### config.mk
export PLATFORM = sky130hd
export DESIGN_NAME = vga_timing_out_flat
export DESIGN_NICKNAME = d
export VERILOG_FILES = /design/src/rtl/vga_timing_out_if.sv /design/src/rtl/vga_timing_out.sv /design/src/flat_wrapper.sv
export SDC_FILE = /design/constraint.sdc
export NUM_CORES = 1
export LEC_CHECK = 0
export BUFFER_PORTS_ARGS = -buffer_cell sky130_fd_sc_hd__buf_2
export CORE_UTILIZATION = 45
export DETAILED_ROUTE_END_ITERATION = 10
export PLACE_DENSITY = 0.75
export SLEW_MARGIN = 0
export SYNTH_ARGS = -nofsm -noshare
export SYNTH_HDL_FRONTEND = slang
export SYNTH_SLANG_ARGS = --single-unit
### constraint.sdc
create_clock -name clk -period 2.5 [get_ports clk]
set_input_delay 0.125 -clock clk [delete_from_list [all_inputs] [get_ports clk]]
set_output_delay 0.125 -clock clk [all_outputs]
set_load 0.005 [all_outputs]
### src/rtl/vga_timing_out_if.sv
// Signal bundle between the VGA timing generator and its renderer/monitor.
// master = timing generator side, slave = renderer / display side.
interface vga_timing_out_if;
  logic [10:0] x;
  logic [10:0] y;
  logic [7:0]  rgb_in;
  logic [2:0]  vga_r;
  logic [2:0]  vga_g;
  logic [1:0]  vga_b;
  logic        hsync;
  logic        vsync;
  logic        frame_start;

  modport master (
    output x, y, vga_r, vga_g, vga_b, hsync, vsync, frame_start,
    input  rgb_in
  );

  modport slave (
    input  x, y, vga_r, vga_g, vga_b, hsync, vsync, frame_start,
    output rgb_in
  );
endinterface

### src/rtl/vga_timing_out.sv
// 640x480 @ 60 Hz VGA timing generator with 2-clk aligned sync/colour outputs.
// Optional macro VGA_PIXDIV_EN: divide a 100 MHz clk down to a 25 MHz pixel tick.
module vga_timing_out (
  input  logic              clk,
  input  logic              reset,
  vga_timing_out_if.master  vga
);

  localparam logic [10:0] H_ACTIVE_END = 11'd640;
  localparam logic [10:0] H_SYNC_START = 11'd656;
  localparam logic [10:0] H_BACK_START = 11'd752;
  localparam logic [10:0] H_LAST       = 11'd799;
  localparam logic [10:0] V_ACTIVE_END = 11'd480;
  localparam logic [10:0] V_SYNC_START = 11'd490;
  localparam logic [10:0] V_BACK_START = 11'd492;
  localparam logic [10:0] V_LAST       = 11'd524;

  typedef enum logic [1:0] {
    PH_ACTIVE,
    PH_FRONT,
    PH_SYNC,
    PH_BACK
  } phase_t;

  logic [10:0] r_x;
  logic [10:0] r_y;
  logic        r_started;
  logic        r_frameStart;
  logic        w_tick;

  phase_t      w_hPhase;
  phase_t      w_vPhase;
  logic        w_hsRaw;
  logic        w_vsRaw;
  logic        w_activeRaw;

  logic        r_hs1;
  logic        r_vs1;
  logic        r_act1;
  logic        r_hs2;
  logic        r_vs2;
  logic [7:0]  r_colour;

`ifdef VGA_PIXDIV_EN
  // The divider is frozen on the release clk so that (0,0) also lasts a full 4 clk.
  logic [1:0] r_div;

  always_ff @(posedge clk) begin
    if (reset) begin
      r_div <= 2'd0;
    end else if (r_started) begin
      r_div <= r_div + 2'd1;
    end
  end

  assign w_tick = r_started && (r_div == 2'd3);
`else
  assign w_tick = r_started;
`endif

  // The first clk after reset holds (0,0) and announces the frame before counting.
  always_ff @(posedge clk) begin
    if (reset) begin
      r_x          <= 11'd0;
      r_y          <= 11'd0;
      r_started    <= 1'b0;
      r_frameStart <= 1'b0;
    end else begin
      r_frameStart <= 1'b0;
      if (!r_started) begin
        r_started    <= 1'b1;
        r_frameStart <= 1'b1;
      end else if (w_tick) begin
        if (r_x == H_LAST) begin
          r_x <= 11'd0;
          if (r_y == V_LAST) begin
            r_y          <= 11'd0;
            r_frameStart <= 1'b1;
          end else begin
            r_y <= r_y + 11'd1;
          end
        end else begin
          r_x <= r_x + 11'd1;
        end
      end
    end
  end

  always_comb begin
    w_hPhase = PH_BACK;
    if (r_x < H_ACTIVE_END)      w_hPhase = PH_ACTIVE;
    else if (r_x < H_SYNC_START) w_hPhase = PH_FRONT;
    else if (r_x < H_BACK_START) w_hPhase = PH_SYNC;

    w_vPhase = PH_BACK;
    if (r_y < V_ACTIVE_END)      w_vPhase = PH_ACTIVE;
    else if (r_y < V_SYNC_START) w_vPhase = PH_FRONT;
    else if (r_y < V_BACK_START) w_vPhase = PH_SYNC;
  end

  assign w_hsRaw     = (w_hPhase != PH_SYNC);
  assign w_vsRaw     = (w_vPhase != PH_SYNC);
  assign w_activeRaw = (w_hPhase == PH_ACTIVE) && (w_vPhase == PH_ACTIVE);

  // Stage 1 meets rgb_in as it arrives; the colour register is stage 2 of active.
  always_ff @(posedge clk) begin
    if (reset) begin
      r_hs1    <= 1'b1;
      r_vs1    <= 1'b1;
      r_act1   <= 1'b0;
      r_hs2    <= 1'b1;
      r_vs2    <= 1'b1;
      r_colour <= 8'd0;
    end else begin
      r_hs1    <= w_hsRaw;
      r_vs1    <= w_vsRaw;
      r_act1   <= w_activeRaw;
      r_hs2    <= r_hs1;
      r_vs2    <= r_vs1;
      r_colour <= r_act1 ? vga.rgb_in : 8'd0;
    end
  end

  assign vga.x           = r_x;
  assign vga.y           = r_y;
  assign vga.frame_start = r_frameStart;
  assign vga.hsync       = r_hs2;
  assign vga.vsync       = r_vs2;
  assign vga.vga_r       = r_colour[2:0];
  assign vga.vga_g       = r_colour[5:3];
  assign vga.vga_b       = r_colour[7:6];

endmodule

### src/flat_wrapper.sv
// flat-port wrapper written by rule: the top's interface ports become plain ports
module vga_timing_out_flat 
  (clk, reset, vga_x, vga_y, vga_vga_r, vga_vga_g, vga_vga_b, vga_hsync, vga_vsync, vga_frame_start, vga_rgb_in);
  vga_timing_out_if vga_i ();
  input  logic clk;
  input  logic reset;
  output wire logic [$bits(vga_i.x)-1:0] vga_x;
  output wire logic [$bits(vga_i.y)-1:0] vga_y;
  output wire logic [$bits(vga_i.vga_r)-1:0] vga_vga_r;
  output wire logic [$bits(vga_i.vga_g)-1:0] vga_vga_g;
  output wire logic [$bits(vga_i.vga_b)-1:0] vga_vga_b;
  output wire logic [$bits(vga_i.hsync)-1:0] vga_hsync;
  output wire logic [$bits(vga_i.vsync)-1:0] vga_vsync;
  output wire logic [$bits(vga_i.frame_start)-1:0] vga_frame_start;
  input wire logic [$bits(vga_i.rgb_in)-1:0] vga_rgb_in;
  assign vga_x = vga_i.x;
  assign vga_y = vga_i.y;
  assign vga_vga_r = vga_i.vga_r;
  assign vga_vga_g = vga_i.vga_g;
  assign vga_vga_b = vga_i.vga_b;
  assign vga_hsync = vga_i.hsync;
  assign vga_vsync = vga_i.vsync;
  assign vga_frame_start = vga_i.frame_start;
  assign vga_i.rgb_in = vga_rgb_in;
  vga_timing_out u_core (.clk(clk), .reset(reset), .vga(vga_i));
endmodule
Yosys cells after proc, flatten, opt, wreduce, memory -nomap -nowiden
Cells that the tools add are included.
Cells by class
  add/subtract/negate cells: 2
  reductions and logical operators: 5
  $lt $le $gt $ge: 6
  equal/unequal tests: 4
  mux-type cells: 12
  bitwise logic cells: 1
Operator list (number)
  $lt A11 B10 Y1 const B: 3
  $lt A11 B9 Y1 const B: 3
  $add A11 B1 Y11 const B: 2
  $eq A11 B10 Y1 const B: 2
  $mux W11: 2
  $mux W2: 4
  $mux W1: 6
  $logic_not A2 Y1: 2
  $ne A2 B2 Y1 const B: 2
  $reduce_and A2 Y1: 1
  $reduce_or A2 Y1: 1
  $logic_and A1 B1 Y1: 1
  $not A1 Y1: 1
Storage, ports and cells
  output and inout bits: 33
  input bits: 10
  bits in registers: 37

Depth between registers and ports, before layout
  depth after elaboration: 6
  mapped depth: 7
  mapped depth without buffers: 6

Worst setup path before layout
No wires, ideal clock.
  kind: reg-to-reg
  start point: register u_core.r_x[5], in the netlist u_core.vga.x[5]
  end point: register u_core.r_y[6], in the netlist u_core.vga.y[6]
  arrival: 2.076 ns
  path slack: 0.354 ns
  path buffers: 2
  period minus slack after synthesis: 2.146 ns
  data required time: 2.430 ns
  cell stages (with the launch flop): 7
  path through: dfxtp_1 > buf_6 > or4b_4 > or4_4 > buf_6 > or4_1 > a21oi_1
Between the ends
  longest elaborated chain between the ends: 2
Ends and longest elaborated chain
  start: declaration: line vga_timing_out.sv:25  | logic [10:0] r_x;
  start signal: assignment: line vga_timing_out.sv:83  | r_x <= r_x + 11'd1;
  $eq A11 B10 Y1: line vga_timing_out.sv:74  | if (r_x == H_LAST) begin
  $reduce_and A2 Y1 (no source line)
  end signal: assignment: line vga_timing_out.sv:80  | r_y <= r_y + 11'd1;
  end: declaration: line vga_timing_out.sv:26  | logic [10:0] r_y;
Every way passes these cells.
A chain may end at the register's enable or synchronous reset.

Worst setup path after layout
  start point: register u_core.r_x[6], in the netlist u_core.vga.x[6]
  end point: register u_core.r_y[4], in the netlist u_core.vga.y[4]
The elaborated chain is that of the path after synthesis.

==> qor.txt <==
IO Port Bufs - 42
first-pass GRT wire length - 5.540 mm
Seq cells post-synth - 37
row count - 21
CP arrival - 2470 ps
H-tree depth - 2
flop2flop setup slack - 300 ps
Leak - 0.7882 nW
cell count of the worst hold path - 2
Die Y - 61.12 µm
Post-route DRC - 0
slew margin rel. - 70.61%
Sink Count - 37
Routability Congestion - 0.8439
DPL Wire Length - 2.265 mm
critical-path cell list - or4b_4 -> or4_4 -> or4b_1 -> a21oi_1
Seq/Total Area, Yosys - 47.10%
# IOs - 43
Crit path largest cell delay - 580 ps
Post-Layout Cell Count - 272
Final Routed Wirelength - 3.421 mm
total power - 0.9929 mW
R2R depth - 4
Die ar. - 3736 µm²
post-route minimum period - 2195 ps
hold wc startpoint - reset
Crit-path slowest cell - or4b_4
Hold Path Class - primary input to register
vias in the first global route - 1208
final period utilization - 87.82%
Final Core Density - 58.57%
final hold violations - 0
Setup-failing EPs final - 0
Crit. path cell count - 4
worst-path fanout max - 11
nets - 239
die width - 61.12 µm
Yosys cell types - 41
number of flops mapped to enable cells by yosys - 0
setup slack after layout - 304.6 ps
Peak VDD IR - 0.3401 mV
setup bufs post-CTS - 0
final setup skew - 5.896 ps
Most used DFF post-synth - dfxtp_1
core footprint - 3337 µm²
worst r2r src - u_core.vga.x[6]$_SDFFE_PP0P_
root buffer cell - clkbuf_4
Pre-antenna DRT Iters - 4
Iter 0 DRT Violations - 50
initial core utilization - 47.13%
Worst Path Buf+Inv - 0
GRT Residual Overflow - 0
hold endpoint - u_core.vga.x[4]$_SDFFE_PP0P_
CTS Buffer Depth - 2
Layout area overhead - 24.26%
worst skew pair latency - 340 ps
Via Count - 1377
Slew Viols, Final - 0
post-DR wirelength/cell - 12.58 µm
pre-CTS WS - 320.5 ps
largest net degree at the start of global routing - 16
CP Launch Type - register
RSZ-0062 raised after global routing - false
Hold Slack - 145.9 ps
initial antenna violation count - 0
Finished Cell Area - 1954 µm²
Worst Tran Pin Value - 439.8 ps
CTS tree - yes
Inserted Clock Buffers - 5
GRT Util Overall - 20.56%
Synthesized Nets - 186
crit end category - register
CP delay by family, top - simple AND/OR/NAND/NOR gates
placed cell areas - 1819 µm²
placed cell count - 257
Routed Antenna Nets - 0
Fill cells - 314
required time of the critical path - 2780 ps
Reg clk slew, reported paths - 100 ps
Fmax - 0.4555 GHz
Post-Syn Area - 1573 µm²
yosys warns - 0
Mean Syn Cell Area - 9.091 µm²
cell count after synthesis - 173
Via-to-Cell Ratio - 5.063
number of diodes - 0
P per Cell Area - 508.0 nW/µm²
Async S/R FF share, synth - 0%
Crit Path Class - register to register
maxcap violations - 0
RR Endpoint - u_core.vga.y[4]$_SDFFE_PP0P_
layout cell share with drive strength beyond 1 - 26.11%
status - finished clean
total negative slack - 0 ps
cell usage after synthesis, types with 2 or more instances:
| library cell | count | area (µm²) |
|---|---|---|
| or2_2 | 2 | 12.51 |
| xnor2_1 | 7 | 61.31 |
| inv_1 | 5 | 18.77 |
| nor3_1 | 6 | 30.03 |
| nand3_1 | 17 | 85.08 |
| and2_1 | 10 | 62.56 |
| nand4_1 | 5 | 31.28 |
| nand3b_1 | 3 | 22.52 |
| nor2_1 | 16 | 60.06 |
| xor2_1 | 5 | 43.79 |
| nand2_1 | 11 | 41.29 |
| buf_6 | 2 | 22.52 |
| nor4_1 | 3 | 18.77 |
| ha_1 | 3 | 37.54 |
| a31oi_1 | 5 | 31.28 |
| dfxtp_1 | 37 | 740.7 |
| a21oi_1 | 5 | 25.02 |
| o21ai_0 | 5 | 25.02 |
| buf_2 | 2 | 10.01 |
| clkbuf_1 | 3 | 11.26 |
per-layer routing:
metal / global-route usage, % / routed length (µm)
met5: 0 / 0
met4: 6.818 / 53
met3: 7.983 / 217
met2: 31.83 / 1659
met1: 26.27 / 1491
cell families after synthesis:
logic type	share of synthesized area (%)
flops	47.10
compound gates	8.274
fa+ha+maj	2.387
simple gates	30.95
buf+inv	3.978
xor+xnor	6.683
mux	0.6365
cells in the final DEF, fill, tap and decap left out, types with 2 or more instances in the layout:
cell           instances
buf_2                 42
dfxtp_1               37
nand3_1               17
nor2_1                16
nand2_1               11
and2_1                10
dlygate4sd3_1          8
xnor2_1                7
nor3_1                 6
inv_1                  5
xor2_1                 5
nand4_1                5
o21ai_0                5
a21oi_1                5
a31oi_1                5
clkbuf_4               5
nor4_1                 3
nand3b_1               3
ha_1                   3
buf_4                  3
or2_2                  2
worst reg2reg max path: cells and delay by family, from the launching register on:
kind / cells / cell delay [ps]
AOI/OAI and AO/OA: 1 / 150
and+or+nand+nor: 3 / 1600
DFF: 1 / 390
area by class of cell:
type	instances	area (µm²)	share of cell area [%]
sequential	37	740.7	37.90
clock buffer	7	55.05	2.817
timing repair buffer	53	312.8	16.01
inverter	5	18.77	0.9603
multi-input combinational	124	769.5	39.37
tap	46	57.56	2.945
worst max-delay path by stage:
| stage | end | from |
|---|---|---|
| 2_1_floorplan | u_core.vga.y[6]$_SDFFE_PP0P_ | u_core.vga.x[5]$_SDFFE_PP0P_ |
| 3_3_place_gp | u_core.vga.y[4]$_SDFFE_PP0P_ | u_core.vga.x[6]$_SDFFE_PP0P_ |
| 3_5_place_dp | u_core.vga.y[4]$_SDFFE_PP0P_ | u_core.vga.x[6]$_SDFFE_PP0P_ |
| 4_1_cts | u_core.vga.y[4]$_SDFFE_PP0P_ | u_core.vga.x[6]$_SDFFE_PP0P_ |
| 5_1_grt | u_core.vga.y[4]$_SDFFE_PP0P_ | u_core.vga.x[6]$_SDFFE_PP0P_ |
| 6_report | u_core.vga.y[4]$_SDFFE_PP0P_ | u_core.vga.x[6]$_SDFFE_PP0P_ |
power breakdown:
| part | internal, mW | switching (mW) | leakage [nW] |
|---|---|---|---|
| registers | 0.603 | 0.0143 | 0.301 |
| logic | 0.0346 | 0.0270 | 0.456 |
| clock network | 0.133 | 0.181 | 0.0314 |
what timing repair did:
action | CTS | global route
setup endpoints to repair | 0 | 0
resized for setup | 0 | 0
hold buffers | 8 | 0
endpoints found under the hold margin | 8 | 0
No activity file was read; power rests on OpenSTA's default activity.
